**src/rtl/loop_sequencer.sv**
```systemverilog
// Loop sequencer: steps idx from init to limit by step, each iteration lasting dwell+1 cycles.
// Latency: idx valid the cycle after start; done/wrap pulse one cycle after pass end; no backpressure (stop aborts).
module loop_sequencer #(
  parameter int WIDTH   = 4,
  parameter int DWELL_W = 4
) (
  input  logic               clk,
  input  logic               rst_n,
  input  logic               start,
  input  logic               stop,
  input  logic               cont,
  input  logic [WIDTH-1:0]   cfg_init,
  input  logic [WIDTH-1:0]   cfg_limit,
  input  logic [WIDTH-1:0]   cfg_step,
  input  logic [DWELL_W-1:0] cfg_dwell,
  output logic [WIDTH-1:0]   idx,
  output logic               idx_valid,
  output logic               iter_pulse,
  output logic               wrap,
  output logic               done,
  output logic               busy,
  output logic               err
);

  typedef enum logic {IDLE = 1'b0, RUN = 1'b1} state_t;

  localparam logic [DWELL_W-1:0] DWELL_ONE = DWELL_W'(1);

  state_t               r_state;
  state_t               w_state_nxt;
  logic [WIDTH-1:0]     r_idx;
  logic [DWELL_W-1:0]   r_dwell_cnt;
  logic [WIDTH-1:0]     r_init;
  logic [WIDTH-1:0]     r_limit;
  logic [WIDTH-1:0]     r_step;
  logic [DWELL_W-1:0]   r_dwell;
  logic                 r_cont;
  logic                 r_err;
  logic                 r_done;
  logic                 r_wrap;

  logic [WIDTH:0]       w_next;
  logic                 w_iter_end;
  logic                 w_pass_end;
  logic                 w_accept;
  logic                 w_reject;
  logic                 w_empty;
  logic                 w_load;
  logic                 w_advance;
  logic                 w_restart;
  logic                 w_finish;
  logic                 w_tick;

  // One extra bit so a step that carries past 2^WIDTH-1 also ends the pass.
  assign w_next     = {1'b0, r_idx} + {1'b0, r_step};
  assign w_pass_end = w_next > {1'b0, r_limit};
  assign w_iter_end = (r_state == RUN) && (r_dwell_cnt == '0);

  always_comb begin
    w_state_nxt = r_state;
    w_accept    = 1'b0;
    w_reject    = 1'b0;
    w_empty     = 1'b0;
    w_load      = 1'b0;
    w_advance   = 1'b0;
    w_restart   = 1'b0;
    w_finish    = 1'b0;
    w_tick      = 1'b0;
    case (r_state)
      IDLE: begin
        if (start && !stop) begin
          w_accept = 1'b1;
          if (cfg_step == '0) begin
            w_reject = 1'b1;
          end else if (cfg_init > cfg_limit) begin
            w_empty = 1'b1;
          end else begin
            w_load      = 1'b1;
            w_state_nxt = RUN;
          end
        end
      end
      RUN: begin
        if (stop) begin
          w_state_nxt = IDLE;
        end else if (w_iter_end) begin
          if (!w_pass_end) begin
            w_advance = 1'b1;
          end else if (r_cont) begin
            w_restart = 1'b1;
          end else begin
            w_finish    = 1'b1;
            w_state_nxt = IDLE;
          end
        end else begin
          w_tick = 1'b1;
        end
      end
      default: w_state_nxt = IDLE;
    endcase
  end

  always_ff @(posedge clk or negedge rst_n) begin
    if (!rst_n) begin
      r_state <= IDLE;
    end else begin
      r_state <= w_state_nxt;
    end
  end

  always_ff @(posedge clk or negedge rst_n) begin
    if (!rst_n) begin
      r_idx       <= '0;
      r_dwell_cnt <= '0;
      r_init      <= '0;
      r_limit     <= '0;
      r_step      <= '0;
      r_dwell     <= '0;
      r_cont      <= 1'b0;
      r_err       <= 1'b0;
      r_done      <= 1'b0;
      r_wrap      <= 1'b0;
    end else begin
      r_done <= w_empty | w_finish;
      r_wrap <= w_restart;
      if (w_accept) begin
        r_init  <= cfg_init;
        r_limit <= cfg_limit;
        r_step  <= cfg_step;
        r_dwell <= cfg_dwell;
        r_cont  <= cont;
      end
      if (w_reject) begin
        r_err <= 1'b1;
      end else if (w_load) begin
        r_err <= 1'b0;
      end
      if (w_load) begin
        r_idx       <= cfg_init;
        r_dwell_cnt <= cfg_dwell;
      end else if (w_restart) begin
        r_idx       <= r_init;
        r_dwell_cnt <= r_dwell;
      end else if (w_advance) begin
        r_idx       <= w_next[WIDTH-1:0];
        r_dwell_cnt <= r_dwell;
      end else if (w_tick) begin
        r_dwell_cnt <= r_dwell_cnt - DWELL_ONE;
      end
    end
  end

  assign idx        = r_idx;
  assign idx_valid  = (r_state == RUN);
  assign busy       = (r_state == RUN);
  assign iter_pulse = w_iter_end;
  assign wrap       = r_wrap;
  assign done       = r_done;
  assign err        = r_err;

endmodule

```
**config.mk**
```make
export PLATFORM = sky130hd
export DESIGN_NAME = loop_sequencer
export DESIGN_NICKNAME = d
export VERILOG_FILES = /design/src/rtl/loop_sequencer.sv
export SDC_FILE = /design/constraint.sdc
export NUM_CORES = 1
export LEC_CHECK = 0
export BUFFER_PORTS_ARGS = -buffer_cell sky130_fd_sc_hd__buf_2
export CAP_MARGIN = 15
export CORE_MARGIN = 8
export CORE_UTILIZATION = 55
export DETAILED_ROUTE_END_ITERATION = 16
export GPL_ROUTABILITY_DRIVEN = 0
export PLACE_DENSITY = 0.79
export SLEW_MARGIN = 25
export SYNTH_ARGS = -nofsm -noshare
export SYNTH_HDL_FRONTEND = slang
export SYNTH_SLANG_ARGS = --single-unit
```
**constraint.sdc**
```tcl
create_clock -name clk -period 4 [get_ports clk]
set_input_delay 0.2 -clock clk [delete_from_list [all_inputs] [get_ports clk]]
set_output_delay 0.2 -clock clk [all_outputs]
set_load 0.1 [all_outputs]
```
== After elaboration in Yosys (flattened, before gate mapping) ==
Cells that the tools add are included.

* Flip-flop bits (word level): 29
* Bits of input ports: 21
* Output and inout bits: 10
* Word-level logic and storage cells: 68

* Add/sub/neg operators: 2
* Magnitude comparators: 2
* Muxes and demuxes: 43
* Bitwise logic cells: 2
* Reduce and logical (&&, ||, !) cells: 8

{| class="wikitable"
|+ Operators by type and width
! kind !! number
|-
| $mux W1 || 35
|-
| $mux W4 || 7
|-
| $logic_not A4 Y1 || 2
|-
| $add A4 B4 Y5 || 1
|-
| $gt A5 B4 Y1 || 1
|-
| $gt A4 B4 Y1 || 1
|-
| $reduce_bool A4 Y1 || 1
|-
| $sub A4 B1 Y4 const B || 1
|-
| $reduce_bool A3 Y1 || 1
|-
| $logic_and A1 B1 Y1 || 2
|-
| $pmux W1 S2 || 1
|-
| $reduce_bool A2 Y1 || 1
|-
| $logic_not A1 Y1 || 1
|-
| $not A1 Y1 || 1
|-
| $or A1 B1 Y1 || 1
|}

== Depth between registers and ports, before layout ==
* Depth after elaboration: 9
* Gate-level depth with buffers: 11
* Gate-level depth less buffers: 11

== Least setup slack after synthesis ==
No wires, ideal clock.

* Path type: flip-flop to flip-flop
* Start point: register r_idx[1], in the netlist idx[1]
* End point: register r_idx[1], in the netlist idx[1]
* Data arrival time: 3301 ps
* Required time: 3873 ps
* Setup slack: 572 ps
* Stages on the path, launching flop included: 12
* Path buffers: 0
* Cells stage by stage: dfrtp_1 ha_1 a21o_1 a21oi_1 xnor2_1 ha_1 and4_2 nand4b_1 o32ai_4 mux2i_1 nor2_1 a221o_1

* Longest elaborated chain between the ends: 8

{| class="wikitable"
|+ Ends and longest elaborated chain
! item !! line !! text
|-
| from (decl) || 31 || <nowiki>logic [WIDTH-1:0] r_idx;</nowiki>
|-
| from (signal assigned) || 139 || <nowiki>r_idx <= cfg_init;</nowiki>
|-
| from (signal assigned) || 142 || <nowiki>r_idx <= r_init;</nowiki>
|-
| from (signal assigned) || 145 || <nowiki>r_idx <= w_next[WIDTH-1:0];</nowiki>
|-
| $add A4 B4 Y5 (*) || 55 || <nowiki>assign w_next = {1'b0, r_idx} + {1'b0, r_step};</nowiki>
|-
| $gt A5 B4 Y1 (*) || 56 || <nowiki>assign w_pass_end = w_next > {1'b0, r_limit};</nowiki>
|-
| $mux W1 (*) || 87 || <nowiki>if (!w_pass_end) begin</nowiki>
|-
| $mux W1 (*) || 86 || <nowiki>end else if (w_iter_end) begin</nowiki>
|-
| $mux W1 (*) || 84 || <nowiki>if (stop) begin</nowiki>
|-
| $mux W1 (*) || 69 || <nowiki>case (r_state)</nowiki>
|-
| via w_restart || 50 || <nowiki>logic w_restart;</nowiki>
|-
| $mux W4 || 141 || <nowiki>end else if (w_restart) begin</nowiki>
|-
| $mux W4 || 138 || <nowiki>if (w_load) begin</nowiki>
|}

Mark *: on every way through the listed nets, which the timed path passes. The rest lies on a longest branch. The select of a mux whose other input is x is not followed.
A chain may end at the register's enable or synchronous reset.

== Worst setup path after layout ==
* Start point: register r_idx[0], in the netlist idx[0]
* End point: register r_idx[1], in the netlist idx[1]

* Longest elaborated chain between the ends: 8

{| class="wikitable"
|+ Ends and longest elaborated chain
! item !! line
|-
| $add A4 B4 Y5 (*) || 55
|-
| $gt A5 B4 Y1 || 56
|-
| $mux W1 || 87
|-
| $mux W1 || 86
|-
| $mux W1 || 84
|-
| $mux W1 || 69
|-
| $mux W4 || 141
|-
| $mux W4 || 138
|}

Mark *: on every way between the ends. The rest lies on a longest branch, timed or not. The select of a mux whose other input is x is not followed.

==> impl_metrics.prom <==
# TYPE chip_impl_metric gauge
chip_impl_metric{name="yosysSeqAreaShare",unit="%"} 41.8
chip_impl_metric{name="drive_above_1_share",unit="%"} 35.1
chip_impl_metric{name="clk_pin_slew_worst_paths",unit="ps"} 90
chip_impl_metric{name="grt_first_pass_wirelength",unit="um"} 6420
chip_impl_info{name="worst_r2r_startpoint",value="idx[0]$_DFFE_PN0P_"} 1
chip_impl_metric{name="antenna_violations_before_repair",unit=""} 0
chip_impl_metric{name="vdd.ir_drop.worst",unit="mV"} 0.490
chip_impl_metric{name="route.detailed.vias_per_inst",unit=""} 5.58
chip_impl_metric{name="worst_slew_pin_tran",unit="ps"} 624
chip_impl_metric{name="diodes",unit=""} 0
chip_impl_metric{name="fp.dieArea",unit="mm^2"} 0.00521
chip_impl_metric{name="post_synth_edffs",unit=""} 0
chip_impl_metric{name="netlist-cell-type-count",unit=""} 45
chip_impl_info{name="min-delay-path-class",value="primary input to register"} 1
chip_impl_metric{name="flop_and_latch_count_out_of_synthesis",unit=""} 29
chip_impl_metric{name="drt_pre_antenna_iters",unit=""} 4
chip_impl_info{name="most_common_cell_after_layout_fill_and_taps_aside",value="buf_2"} 1
chip_impl_metric{name="synth_async_sr_flop_share",unit="%"} 100
chip_impl_info{name="cts_tree",value="built"} 1
chip_impl_metric{name="final_setup_skew",unit="ps"} 4.35
chip_impl_metric{name="timing.final.max_slew_violations",unit=""} 0
chip_impl_info{name="crit_start_category",value="register"} 1
chip_impl_metric{name="mappedNetlistNets",unit=""} 188
chip_impl_metric{name="placed_cells_incl_taps",unit=""} 223
chip_impl_info{name="synth_top_flop_cell",value="dfrtp_1"} 1
chip_impl_metric{name="largest_net_degree_at_the_start_of_global_routing",unit=""} 30
chip_impl_metric{name="worstSkewPairLatency",unit="ps"} 330
chip_impl_info{name="worst_hold_startpoint",value="cont"} 1
chip_impl_metric{name="setup_tns",unit="ps"} 0
chip_impl_metric{name="fp_rows",unit=""} 20
chip_impl_metric{name="synth_cells",unit=""} 152
chip_impl_metric{name="max_freq",unit="MHz"} 309
chip_impl_metric{name="port-buffer-count",unit=""} 30
chip_impl_metric{name="remaining_drc_errors",unit=""} 0
chip_impl_metric{name="postLayoutCellArea",unit="mm^2"} 0.00202
chip_impl_metric{name="hold_depth",unit=""} 3
chip_impl_metric{name="grtUsageTotal",unit="%"} 15.9
chip_impl_metric{name="initial_core_util",unit="%"} 57.3
chip_impl_metric{name="ioPinCount",unit=""} 31
chip_impl_metric{name="slew_headroom",unit="%"} 58.4
chip_impl_info{name="synth.area.top_cells",value="dfrtp_1 (42%), ha_1 (10%), mux2_2 (8.4%)"} 1
chip_impl_metric{name="worst_setup_slack_for_register_to_register_paths",unit="ps"} 760
chip_impl_info{name="rsz0062_at_grt",value="no"} 1
chip_impl_info{name="hold_path_end",value="r_cont$_DFFE_PN0P_"} 1
chip_impl_metric{name="overflow",unit=""} 0
chip_impl_metric{name="final-hold-violation-count",unit=""} 0
chip_impl_metric{name="postCtsSetupRepairBufs",unit=""} 0
chip_impl_metric{name="synth-warning-count",unit=""} 0
chip_impl_metric{name="postPlaceCellArea",unit="mm^2"} 0.00192
chip_impl_metric{name="setup_violations",unit=""} 0
chip_impl_metric{name="cts_max_path_buffers",unit=""} 2
chip_impl_metric{name="synth_area_per_cell",unit="um^2"} 11.4
chip_impl_metric{name="worstPathRequired",unit="ps"} 4220
chip_impl_metric{name="max-cap-violations",unit=""} 0
chip_impl_metric{name="layout.nets",unit=""} 223
chip_impl_metric{name="drt_wl_total",unit="um"} 3710
chip_impl_metric{name="numCtsBuffers",unit=""} 5
chip_impl_info{name="criticalPathCategory",value="register to register"} 1
chip_impl_metric{name="die_extent_in_x",unit="um"} 72.2
chip_impl_metric{name="route.vias.total",unit=""} 1295
chip_impl_metric{name="clock_tree.htree_level_count",unit=""} 2
chip_impl_metric{name="arr_time_crit_path",unit="ps"} 3450
chip_impl_metric{name="instances_no_fill",unit=""} 232
chip_impl_metric{name="die_h",unit="um"} 72.2
chip_impl_metric{name="static-leakage-power",unit="nW"} 0.938
chip_impl_metric{name="finish.utilization",unit="%"} 66.7
chip_impl_info{name="cp_capture_type",value="register"} 1
chip_impl_metric{name="ant_nets",unit=""} 0
chip_impl_metric{name="routed_wire_length_per_instance",unit="um"} 16.0
chip_impl_info{name="rr_endpoint",value="idx[1]$_DFFE_PN0P_"} 1
chip_impl_metric{name="dp_hpwl",unit="um"} 2930
chip_impl_metric{name="layout_worst_path_cycle_share",unit="%"} 80.9
chip_impl_info{name="outcome",value="finished clean"} 1
chip_impl_info{name="final_cell_mix",value="buf_2 (30), dfrtp_1 (29), ha_1 (14), nand2_1 (13), mux2_2 (13)"} 1
chip_impl_info{name="post-synth-top-area-cell",value="dfrtp_1"} 1
chip_impl_metric{name="p_per_area",unit="mW/mm^2"} 703
chip_impl_metric{name="vias_in_the_first_global_route",unit=""} 1396
chip_impl_metric{name="cts_num_sinks",unit=""} 29
chip_impl_metric{name="drtIter0Drc",unit=""} 64
chip_impl_metric{name="yosysTopAreaCellShare",unit="%"} 41.8
chip_impl_metric{name="core_area",unit="mm^2"} 0.00303
chip_impl_metric{name="area_growth_syn_to_layout",unit="%"} 16.5
chip_impl_info{name="cts-root-buf",value="clkbuf_4"} 1
chip_impl_metric{name="worst-path-max-fanout",unit=""} 9
chip_impl_metric{name="worst-r2r-cell-count",unit=""} 10
chip_impl_metric{name="mappedNetlistArea",unit="mm^2"} 0.00173
chip_impl_metric{name="final.min_clock_period",unit="ps"} 3240
-- how the worst max path moves through the flow --
stage                     slack [ps]               start                  to  depth (start not counted)
final                            760  idx[0]$_DFFE_PN0P_  idx[1]$_DFFE_PN0P_                         10
after global placement           930  idx[0]$_DFFE_PN0P_  idx[1]$_DFFE_PN0P_                         10
after global routing             590  idx[0]$_DFFE_PN0P_  idx[1]$_DFFE_PN0P_                         10
after detailed placement         810  idx[0]$_DFFE_PN0P_  idx[1]$_DFFE_PN0P_                         10
after floorplan                  570  idx[1]$_DFFE_PN0P_  idx[1]$_DFFE_PN0P_                         11
after CTS                        780  idx[0]$_DFFE_PN0P_  idx[1]$_DFFE_PN0P_                         10
-- metrics by stage --
stage,hold slack (ps),power (mW),setup WS [ps]
floorplan,-95.6,1.03,572
global placement,252,1.13,934
detailed placement,259,1.17,813
CTS,70.6,1.43,781
global route,74.1,1.52,585
finish,71.4,1.42,763
-- state kept, by name (all words and copies together), names as in the netlist --
| register | count |
|---|---|
| r_dwell_cnt | 4 |
| r_dwell | 4 |
| r_init | 4 |
| busy | 1 |
| r_limit | 4 |
| done | 1 |
| r_step | 4 |
| r_cont | 1 |
| err | 1 |
| idx | 4 |
| wrap | 1 |
-- worst max-delay path, stage by stage (launching register included) --
cell	delay (ps)
dfrtp_1	420
ha_1	250
fa_1	420
xor2_1	290
ha_1	330
a21o_1	230
a211oi_4	360
o21ai_4	120
a21oi_4	270
nor2_2	100
a221o_1	330
-- Yosys cell counts, types with 3 or more instances --
cell type  number
mux2_2         13
mux2i_1         4
or3_1           4
nor2_1         10
a221o_1         4
inv_1          10
a41oi_1         3
o21ai_0         4
a21o_1          3
ha_1           14
dfrtp_1        29
nand2_1        13
xnor2_1         3
-- layer usage --
metal  vias to the layer above  global-route usage, %  share of wire (%)
met5                         -                      0                  0
met4                         0                   7.48                2.1
met3                        11                   5.79                6.1
met2                        30                   25.4                 48
met1                       631                   18.4                 44
li1                        623                      -                  -
-- area by class of cell --
cell class                      instances  area, um^2
Inverter                               11        41.3
Clock buffer                            7        55.1
Timing Repair Buffer                   32         168
Fill cell                             229        1010
Sequential cell                        29         726
Tap cell                               44        55.1
Clock inverter                          1        30.0
Multi-Input combinational cell        108         945
-- repair_timing --
action	CTS	global route
resized for setup	0	0
hold endpoints to repair	29	0
hold buffers	1	0
-- where the power goes --
| part | internal (mW) | switching (mW) |
|---|---|---|
| Clock | 0.149 | 0.102 |
| Combinational | 0.285 | 0.447 |
| Sequential | 0.369 | 0.0668 |
-- cell families after synthesis --
group	after synthesis	synth area share, %
buffers and inverters	15	3.68
adder cells (fa/ha/maj)	15	11.3
flip-flops	29	41.8
AO/OA/AOI/OAI	31	17.1
multiplexers	17	10.8
AND/OR/NAND/NOR	41	13.3
XOR/XNOR	4	2.02
(Power assumes the default switching activity.)
